<file path="config.mk">
export PLATFORM = sky130hd
export DESIGN_NAME = hazard_sequencer
export DESIGN_NICKNAME = d
export VERILOG_FILES = /design/src/rtl/hazard_sequencer_pkg.sv /design/src/rtl/hazard_sequencer_fwd_unit.sv /design/src/rtl/hazard_sequencer.sv
export SDC_FILE = /design/constraint.sdc
export NUM_CORES = 1
export LEC_CHECK = 0
export ABC_AREA = 1
export BUFFER_PORTS_ARGS = -buffer_cell sky130_fd_sc_hd__buf_2
export CAP_MARGIN = 20
export CORE_ASPECT_RATIO = 0.7
export CORE_MARGIN = 3
export CORE_UTILIZATION = 56
export CTS_BUF_LIST = sky130_fd_sc_hd__clkbuf_16
export DETAILED_ROUTE_END_ITERATION = 10
export GPL_TIMING_DRIVEN = 0
export PLACE_DENSITY = 0.95
export SYNTH_ARGS = -nofsm -noshare
export SYNTH_HDL_FRONTEND = slang
export SYNTH_HIERARCHICAL = 1
export SYNTH_SLANG_ARGS = --single-unit
</file>
<file path="constraint.sdc">
create_clock -name clk -period 5.2 [get_ports clk]
set_input_delay 1.04 -clock clk [delete_from_list [all_inputs] [get_ports clk]]
set_output_delay 1.04 -clock clk [all_outputs]
set_load 0.01 [all_outputs]
</file>
<file path="src/rtl/hazard_sequencer_pkg.sv">
// Shared types for the hazard sequencer: sequencer states, operand-select codes
// and the register-match rule used by both the stall and the forwarding logic.
package hazard_pkg;

    typedef enum logic [1:0] {
        ST_RUN      = 2'b00,
        ST_MEM_WAIT = 2'b01,
        ST_ERR      = 2'b10
    } state_t;

    localparam logic [1:0] FWD_RF  = 2'b00;
    localparam logic [1:0] FWD_WB  = 2'b01;
    localparam logic [1:0] FWD_MEM = 2'b10;

    // $0 is hardwired to zero, so a write to it can never create a dependency.
    function automatic logic regMatch(input logic [4:0] rd, input logic [4:0] rs);
        return (rd != 5'd0) && (rd == rs);
    endfunction

endpackage

</file>
<file path="src/rtl/hazard_sequencer_fwd_unit.sv">
// Operand-select logic for one ALU operand; the youngest producer (EX/MEM) wins
// over the older MEM/WB result.
module fwd_unit
    import hazard_pkg::*;
(
    input  logic [4:0] i_rs,
    input  logic [4:0] i_mem_rd,
    input  logic       i_mem_regwrite,
    input  logic [4:0] i_wb_rd,
    input  logic       i_wb_regwrite,
    output logic [1:0] o_fwd
);

    always_comb begin
        o_fwd = FWD_RF;
        if (i_mem_regwrite && regMatch(i_mem_rd, i_rs)) begin
            o_fwd = FWD_MEM;
        end else if (i_wb_regwrite && regMatch(i_wb_rd, i_rs)) begin
            o_fwd = FWD_WB;
        end
    end

endmodule

</file>
<file path="src/rtl/hazard_sequencer.sv">
// Pipeline hazard sequencer: load-use stalls, branch flushes, data-memory freeze
// with timeout, and operand forwarding when HAZARD_FORWARD_EN is defined.
module hazard_sequencer
    import hazard_pkg::*;
#(
    parameter int MEM_TIMEOUT = 15,
    parameter int CNT_W       = 16
) (
    input  logic             clk,
    input  logic             rst,
    input  logic [4:0]       i_id_rs,
    input  logic [4:0]       i_id_rt,
    input  logic [4:0]       i_ex_rd,
    input  logic             i_ex_regwrite,
    input  logic             i_ex_memread,
    input  logic [4:0]       i_mem_rd,
    input  logic             i_mem_regwrite,
    input  logic [4:0]       i_wb_rd,
    input  logic             i_wb_regwrite,
    input  logic             i_mem_branch_taken,
    input  logic             i_dmem_req,
    input  logic             i_dmem_ack,
    output logic             o_pc_we,
    output logic             o_ifid_we,
    output logic             o_idex_we,
    output logic             o_exmem_we,
    output logic             o_ifid_flush,
    output logic             o_idex_flush,
    output logic             o_exmem_flush,
    output logic             o_memwb_flush,
    output logic [1:0]       o_fwd_a,
    output logic [1:0]       o_fwd_b,
    output logic             o_mem_err,
    output logic [CNT_W-1:0] o_stall_cnt
);

    localparam int                WAIT_W    = $clog2(MEM_TIMEOUT + 1);
    localparam logic [WAIT_W-1:0] WAIT_LAST = WAIT_W'(MEM_TIMEOUT - 1);

    state_t            r_state;
    state_t            w_nextState;
    logic [WAIT_W-1:0] r_waitCnt;
    logic              r_memErr;
    logic [CNT_W-1:0]  r_stallCnt;
    logic [1:0]        w_fwdA;
    logic [1:0]        w_fwdB;
    logic              w_loadUse;
    logic              w_dataHaz;
    logic              w_freeze;
    logic              w_resolve;

    fwd_unit u_fwdA (
        .i_rs           (i_id_rs),
        .i_mem_rd       (i_mem_rd),
        .i_mem_regwrite (i_mem_regwrite),
        .i_wb_rd        (i_wb_rd),
        .i_wb_regwrite  (i_wb_regwrite),
        .o_fwd          (w_fwdA)
    );

    fwd_unit u_fwdB (
        .i_rs           (i_id_rt),
        .i_mem_rd       (i_mem_rd),
        .i_mem_regwrite (i_mem_regwrite),
        .i_wb_rd        (i_wb_rd),
        .i_wb_regwrite  (i_wb_regwrite),
        .o_fwd          (w_fwdB)
    );

    assign w_loadUse = i_ex_memread && i_ex_regwrite &&
                       (regMatch(i_ex_rd, i_id_rs) || regMatch(i_ex_rd, i_id_rt));

    // Without forwarding, any match the forwarding unit would have resolved
    // must instead hold the consumer in ID until the producer retires.
`ifdef HAZARD_FORWARD_EN
    assign w_dataHaz = 1'b0;
    assign o_fwd_a   = rst ? FWD_RF : w_fwdA;
    assign o_fwd_b   = rst ? FWD_RF : w_fwdB;
`else
    assign w_dataHaz = (w_fwdA != FWD_RF) || (w_fwdB != FWD_RF);
    assign o_fwd_a   = FWD_RF;
    assign o_fwd_b   = FWD_RF;
`endif

    always_ff @(posedge clk or posedge rst) begin
        if (rst) begin
            r_state    <= ST_RUN;
            r_waitCnt  <= '0;
            r_memErr   <= 1'b0;
            r_stallCnt <= '0;
        end else begin
            r_state <= w_nextState;
            if (r_state != ST_MEM_WAIT) begin
                r_waitCnt <= '0;
            end else if (!i_dmem_ack) begin
                r_waitCnt <= r_waitCnt + 1'b1;
            end
            if (w_nextState == ST_ERR) begin
                r_memErr <= 1'b1;
            end
            if (!o_pc_we && (r_stallCnt != '1)) begin
                r_stallCnt <= r_stallCnt + 1'b1;
            end
        end
    end

    // w_resolve marks cycles where branch/load-use may act; hazards seen while
    // frozen are simply not acted on until the acknowledging cycle.
    always_comb begin
        w_nextState = r_state;
        w_freeze    = 1'b0;
        w_resolve   = 1'b0;
        case (r_state)
            ST_RUN: begin
                if (i_dmem_req && !i_dmem_ack) begin
                    w_freeze    = 1'b1;
                    w_nextState = ST_MEM_WAIT;
                end else begin
                    w_resolve = 1'b1;
                end
            end
            ST_MEM_WAIT: begin
                if (i_dmem_ack) begin
                    w_resolve   = 1'b1;
                    w_nextState = ST_RUN;
                end else begin
                    w_freeze = 1'b1;
                    if (r_waitCnt == WAIT_LAST) begin
                        w_nextState = ST_ERR;
                    end
                end
            end
            ST_ERR:  w_freeze = 1'b1;
            default: w_nextState = ST_RUN;
        endcase
    end

    always_comb begin
        o_pc_we       = 1'b1;
        o_ifid_we     = 1'b1;
        o_idex_we     = 1'b1;
        o_exmem_we    = 1'b1;
        o_ifid_flush  = 1'b0;
        o_idex_flush  = 1'b0;
        o_exmem_flush = 1'b0;
        o_memwb_flush = 1'b0;
        if (!rst) begin
            if (w_freeze) begin
                o_pc_we       = 1'b0;
                o_ifid_we     = 1'b0;
                o_idex_we     = 1'b0;
                o_exmem_we    = 1'b0;
                o_memwb_flush = 1'b1;
            end else if (w_resolve) begin
                if (i_mem_branch_taken) begin
                    o_ifid_flush  = 1'b1;
                    o_idex_flush  = 1'b1;
                    o_exmem_flush = 1'b1;
                end else if (w_loadUse || w_dataHaz) begin
                    o_pc_we      = 1'b0;
                    o_ifid_we    = 1'b0;
                    o_idex_flush = 1'b1;
                end
            end
        end
    end

    assign o_mem_err   = r_memErr;
    assign o_stall_cnt = r_stallCnt;

endmodule

</file>
# Word-level counts from Yosys, hierarchy flattened
# Cells that the tools add are included.
[op_classes]
addsub = 2
n_eq_ne = 13
mux = 34
reduce_logical = 25
[ops]
columns = ["cell", "count"]
rows = [
  ["5-bit == test", 6],
  ["1-bit 2-to-1 mux", 24],
  ["16-bit by 1-bit adder with 16-bit output (second input constant)", 1],
  ["16-bit != test (second input constant)", 1],
  ["5-bit nonzero test", 3],
  ["1-bit logical AND", 14],
  ["2-bit 2-to-1 mux", 5],
  ["4-bit 2-to-1 mux", 2],
  ["2-bit one-hot mux with 3 select lines", 1],
  ["4-bit by 1-bit adder with 4-bit output (second input constant)", 1],
  ["2-bit == test (second input constant)", 2],
  ["4-bit == test (second input constant)", 1],
  ["2-bit by 1-bit != test with 1-bit output (second input constant)", 2],
  ["2-bit nonzero test", 2],
  ["1-bit logical OR", 3],
  ["1-bit one-hot mux with 3 select lines", 1],
  ["2-bit by 1-bit == test with 1-bit output (second input constant)", 1],
  ["1-bit logical NOT", 2],
  ["2-bit logical NOT", 1],
  ["1-bit one-hot mux with 2 select lines", 1],
]
[totals]
register_bits = 23
inputBits = 34
output_inout_bits = 29
wordCells = 78

# Depth between registers and ports, before layout
[depth]
word_depth = 15
ltp_mapped = 15

# By module
# Netlist, hierarchy kept.
[modules_own_cells]
columns = ["module", "n_inst", "cells_each", "area_each_um2", "seq_area_each_um2"]
rows = [
  ["hazard_sequencer", 1, 236, 1629.1, 575.6],
  ["fwd_unit", 2, 55, 217.7, 0.0],
]

# Least setup slack after synthesis
# OpenSTA, ideal clock, no wires.
[synth_timing]
path_kind = "input to output"
startpoint = "in rst"
endpoint = "out o_pc_we"
arrival_time_ns = 2.338
required_time_ns = 4.160
setup_slack_ns = 1.822
cell_stages = 8
path_cell_list = "inv_1 nand2_1 nor2_1 nand2_1 nand2_1 buf_4 inv_1 buf_4"
[synth_via]
elab_chain_len = 1
[synth_rtl]
columns = ["element", "line", "text"]
rows = [
  ["start, declared", "hazard_sequencer.sv:10", "input logic rst,"],
  ["1-bit 2-to-1 mux", "--", ""],
  ["end, declared", "hazard_sequencer.sv:23", "output logic o_pc_we,"],
]
# Every way passes these cells.

# Worst setup path after layout
[layout_timing]
startpoint = "in rst"
endpoint = "out o_pc_we"
[layout_via]
elab_chain_len = 1
[layout_rtl]
columns = ["element", "line", "text"]
rows = [
  ["1-bit 2-to-1 mux", "hazard_sequencer.sv:147", "if (!rst) begin"],
]
# Every way passes these cells.

==> metrics.md <==
| Metric | Value |
|---|---|
| Status | `finished, final reports clean` |
| Pre-Repair DR Iteration Count | `5` |
| Nets | `449` |
| Achievable clock frequency | `261 MHz` |
| Instance area at placement | `2420 sq um` |
| Synth cell count leaders | `nand2_1, inv_1, nor2_1, nand3_1, dfrtp_1` |
| Worst Path Buf+Inv | `6` |
| H-Tree Depth | `1` |
| DRT iter0 DRCs | `165` |
| Post-CTS setup buffer count | `0` |
| Max_cap viols | `0` |
| Setup WS pre-CTS | `1.28 ns` |
| Tcrit/Tclk final | `73.7%` |
| CP peak stage delay | `0.65 ns` |
| Avg Cell Area, Syn | `5.97 sq um` |
| P_leak | `1.54 nW` |
| Number of synthesized flops with an enable pin | `0` |
| Area leader, netlist | `dfrtp_1` |
| Gp weighted congestion | `0.913` |
| Post-CTS Resized | `0` |
| Startpoint Class | `input pin` |
| Total gr overflow | `0` |
| WL/cell | `11.1 microns` |
| Final Critical Period | `3.83 ns` |
| Initial antenna violation count | `0` |
| CP delay by family, top | `buffers and inverters` |
| # DRC | `0` |
| Die area | `4460 sq um` |
| Final Hold Fails | `0` |
| Fillers | `281` |
| Sequential share of the synthesized area | `27.9%` |
| First-pass GRT wire length | `8300 microns` |
| Arrival @ worst endpoint | `2.79 ns` |
| Met1 Usage GRT | `31.9%` |
| Largest net degree at the start of global routing | `25` |
| P&R area growth vs syn | `21.3%` |
| HP Class | `flop to flop` |
| Fin util | `75.0%` |
| Skew-Pair Late Insertion Delay | `0.26 ns` |
| Layout cells sized above 1 | `20.4%` |
| Multi-input logic area | `1190 sq um` |
| Starting Density | `61.8%` |
| Final Max Tran Viols | `0` |
| Routed Antenna Nets | `0` |
| PortBufs | `58` |
| Vias in the first global route | `1901` |
| Mean number of vias per cell | `4.93` |
| Die height | `56.8 microns` |
| Met2 usage | `38.3%` |
| CP Capture Type | `output port` |
| Grt peak-use layer | `met2` |
| Worst setup margin | `1.37 ns` |
| Core area | `3340 sq um` |
| Clock Sink Count | `23` |
| Final WL | `5060 microns` |
| Worst path slowest cell | `inv_1` |
| Final Setup Violations | `0` |
| Cts hold-fix bufs | `0` |
| Die width | `78.6 microns` |
| Slew @ Worst Pin | `0.901 ns` |
| Cell variety after synth | `28` |
| Cell with the most instances after synthesis | `nand2_1` |
| Clock root buffer | `clkbuf_16` |
| Crit path kind | `input pin to output port` |
| CP most frequent cell | `nand2_1` |
| Sequential cell area | `576 sq um` |
| Tot Pwr | `0.562 mW` |
| Num CTS Buffers | `3` |
| Row cnt | `17` |
| PwrDens | `224 nW/um^2` |
| Setup Total Neg Slack | `0 ns` |
| Non-Filler Instances | `458` |
| Via count | `2256` |
| Sequence of cells on the critical path | `buf_2 -> inv_1 -> nand2_1 -> nor2_1 -> nand2_1 -> nand2_1 -> buf_4 -> inv_1 -> buf_4 -> buf_2` |
| Synthesized flop and latch total | `23` |
| Post-Syn Instances | `346` |
| Async S/R FF share, synth | `100%` |
| Post-Syn Area | `2060 sq um` |
| Crit-path max FO | `24` |
| GRT Total Usage | `23.2%` |
| Max VDD drop | `0.000168 V` |
| CTS tree | `built` |
| Met3 usage | `4.49%` |
| Syn. warnings | `6` |
| Main flop type after synthesis | `dfrtp_1` |
| Reg clk slew, reported paths | `0.06 ns` |
| Boundary pin count | `63` |
| Final instance area | `2500 sq um` |
| Max transition margin | `39.9%` |
| Share of the synthesized area in the top cell type | `27.9%` |
| Final HPWL from detailed placement | `4060 microns` |
| Clock Path Buffers | `2` |
| Fin Hold WS | `0.465 ns` |
| Ranking of synthesized cells by area | `dfrtp_1, nand2_1, inv_1` |
| Crit path required time | `4.16 ns` |
| # diodes | `0` |
| Post-Route Skew | `0.00186 ns` |
| RSZ-0062 raised after global routing | `false` |
| Dpl cells | `454` |
## cell families after synthesis
logic type                 Yosys count  synth area share [%]
other                                1                 0.182
AOI/OAI and AO/OA                   13                  3.88
and+or+nand+nor                    220                  45.2
xor gates and xnor gates            14                  5.94
buffers and inverters               72                  15.2
DFF                                 23                  27.9
adders and majority gates            3                  1.82
## layout make-up
cell class              count  share of cell area [%]
plain buffers              11                    3.35
clock buffers               3                    3.00
clock inverters             1                   0.150
inverters                  61                    9.15
multi-input cells         254                    47.4
flip-flops and latches     23                    23.0
well taps                  47                    2.35
repair buffers             58                    11.6
## routing by layer
metal,share of wire (%),routed length [microns]
met1,44,2220
met2,46,2310
met3,9.6,485
met4,0.77,39
met5,0,0
## power by group
| part | switching (mW) | internal (mW) |
|---|---|---|
| clock network | 0.0620 | 0.103 |
| logic | 0.102 | 0.0734 |
| registers | 0.0239 | 0.197 |
| total | 0.188 | 0.373 |
## placed cells by master (no fill, tap or decap)
cell type | synthesis | layout
nor3_1 | 5 | 5
xor2_1 | 7 | 7
nand3_2 | 1 | 1
nor2_1 | 36 | 36
xnor2_1 | 7 | 7
o22ai_1 | 3 | 3
nand3_1 | 30 | 30
buf_4 | 9 | 9
conb_1 | 1 | 4
o21bai_1 | 1 | 1
nand4_1 | 1 | 1
nor2_2 | 2 | 2
nor2_4 | 2 | 2
o2bb2ai_1 | 1 | 1
a32o_1 | 1 | 1
buf_6 | 1 | 1
o21ai_0 | 4 | 4
buf_2 | 1 | 59
or2_2 | 1 | 1
clkbuf_16 | 0 | 3
nand2_1 | 135 | 135
a21oi_1 | 3 | 3
inv_2 | 3 | 3
ha_1 | 3 | 3
nor4_1 | 4 | 4
nand2_2 | 2 | 2
nand3b_4 | 1 | 1
inv_1 | 58 | 59
dfrtp_1 | 23 | 23
## worst paths after layout
| kind | from | end | slack [ns] | cells after the start |
|---|---|---|---|---|
| setup / recovery | rst | o_pc_we | 1.37 | 10 |
| min in group asynchronous | rst | r_state[0] | 0.98 | 2 |
| setup reg to reg | o_stall_cnt[0] | o_stall_cnt[6] | 3.37 | 9 |
| hold / removal | o_mem_err | o_mem_err | 0.46 | 1 |
| max in group asynchronous | rst | o_stall_cnt[4] | 3.66 | 2 |
| hold reg to reg | o_mem_err | o_mem_err | 0.46 | 1 |
## registers in the layout, summed over array words and instances, names as in the netlist
register	count
o_stall_cnt	16
r_state	2
r_waitCnt	4
o_mem_err	1
Power figures use the tool's default switching activity.
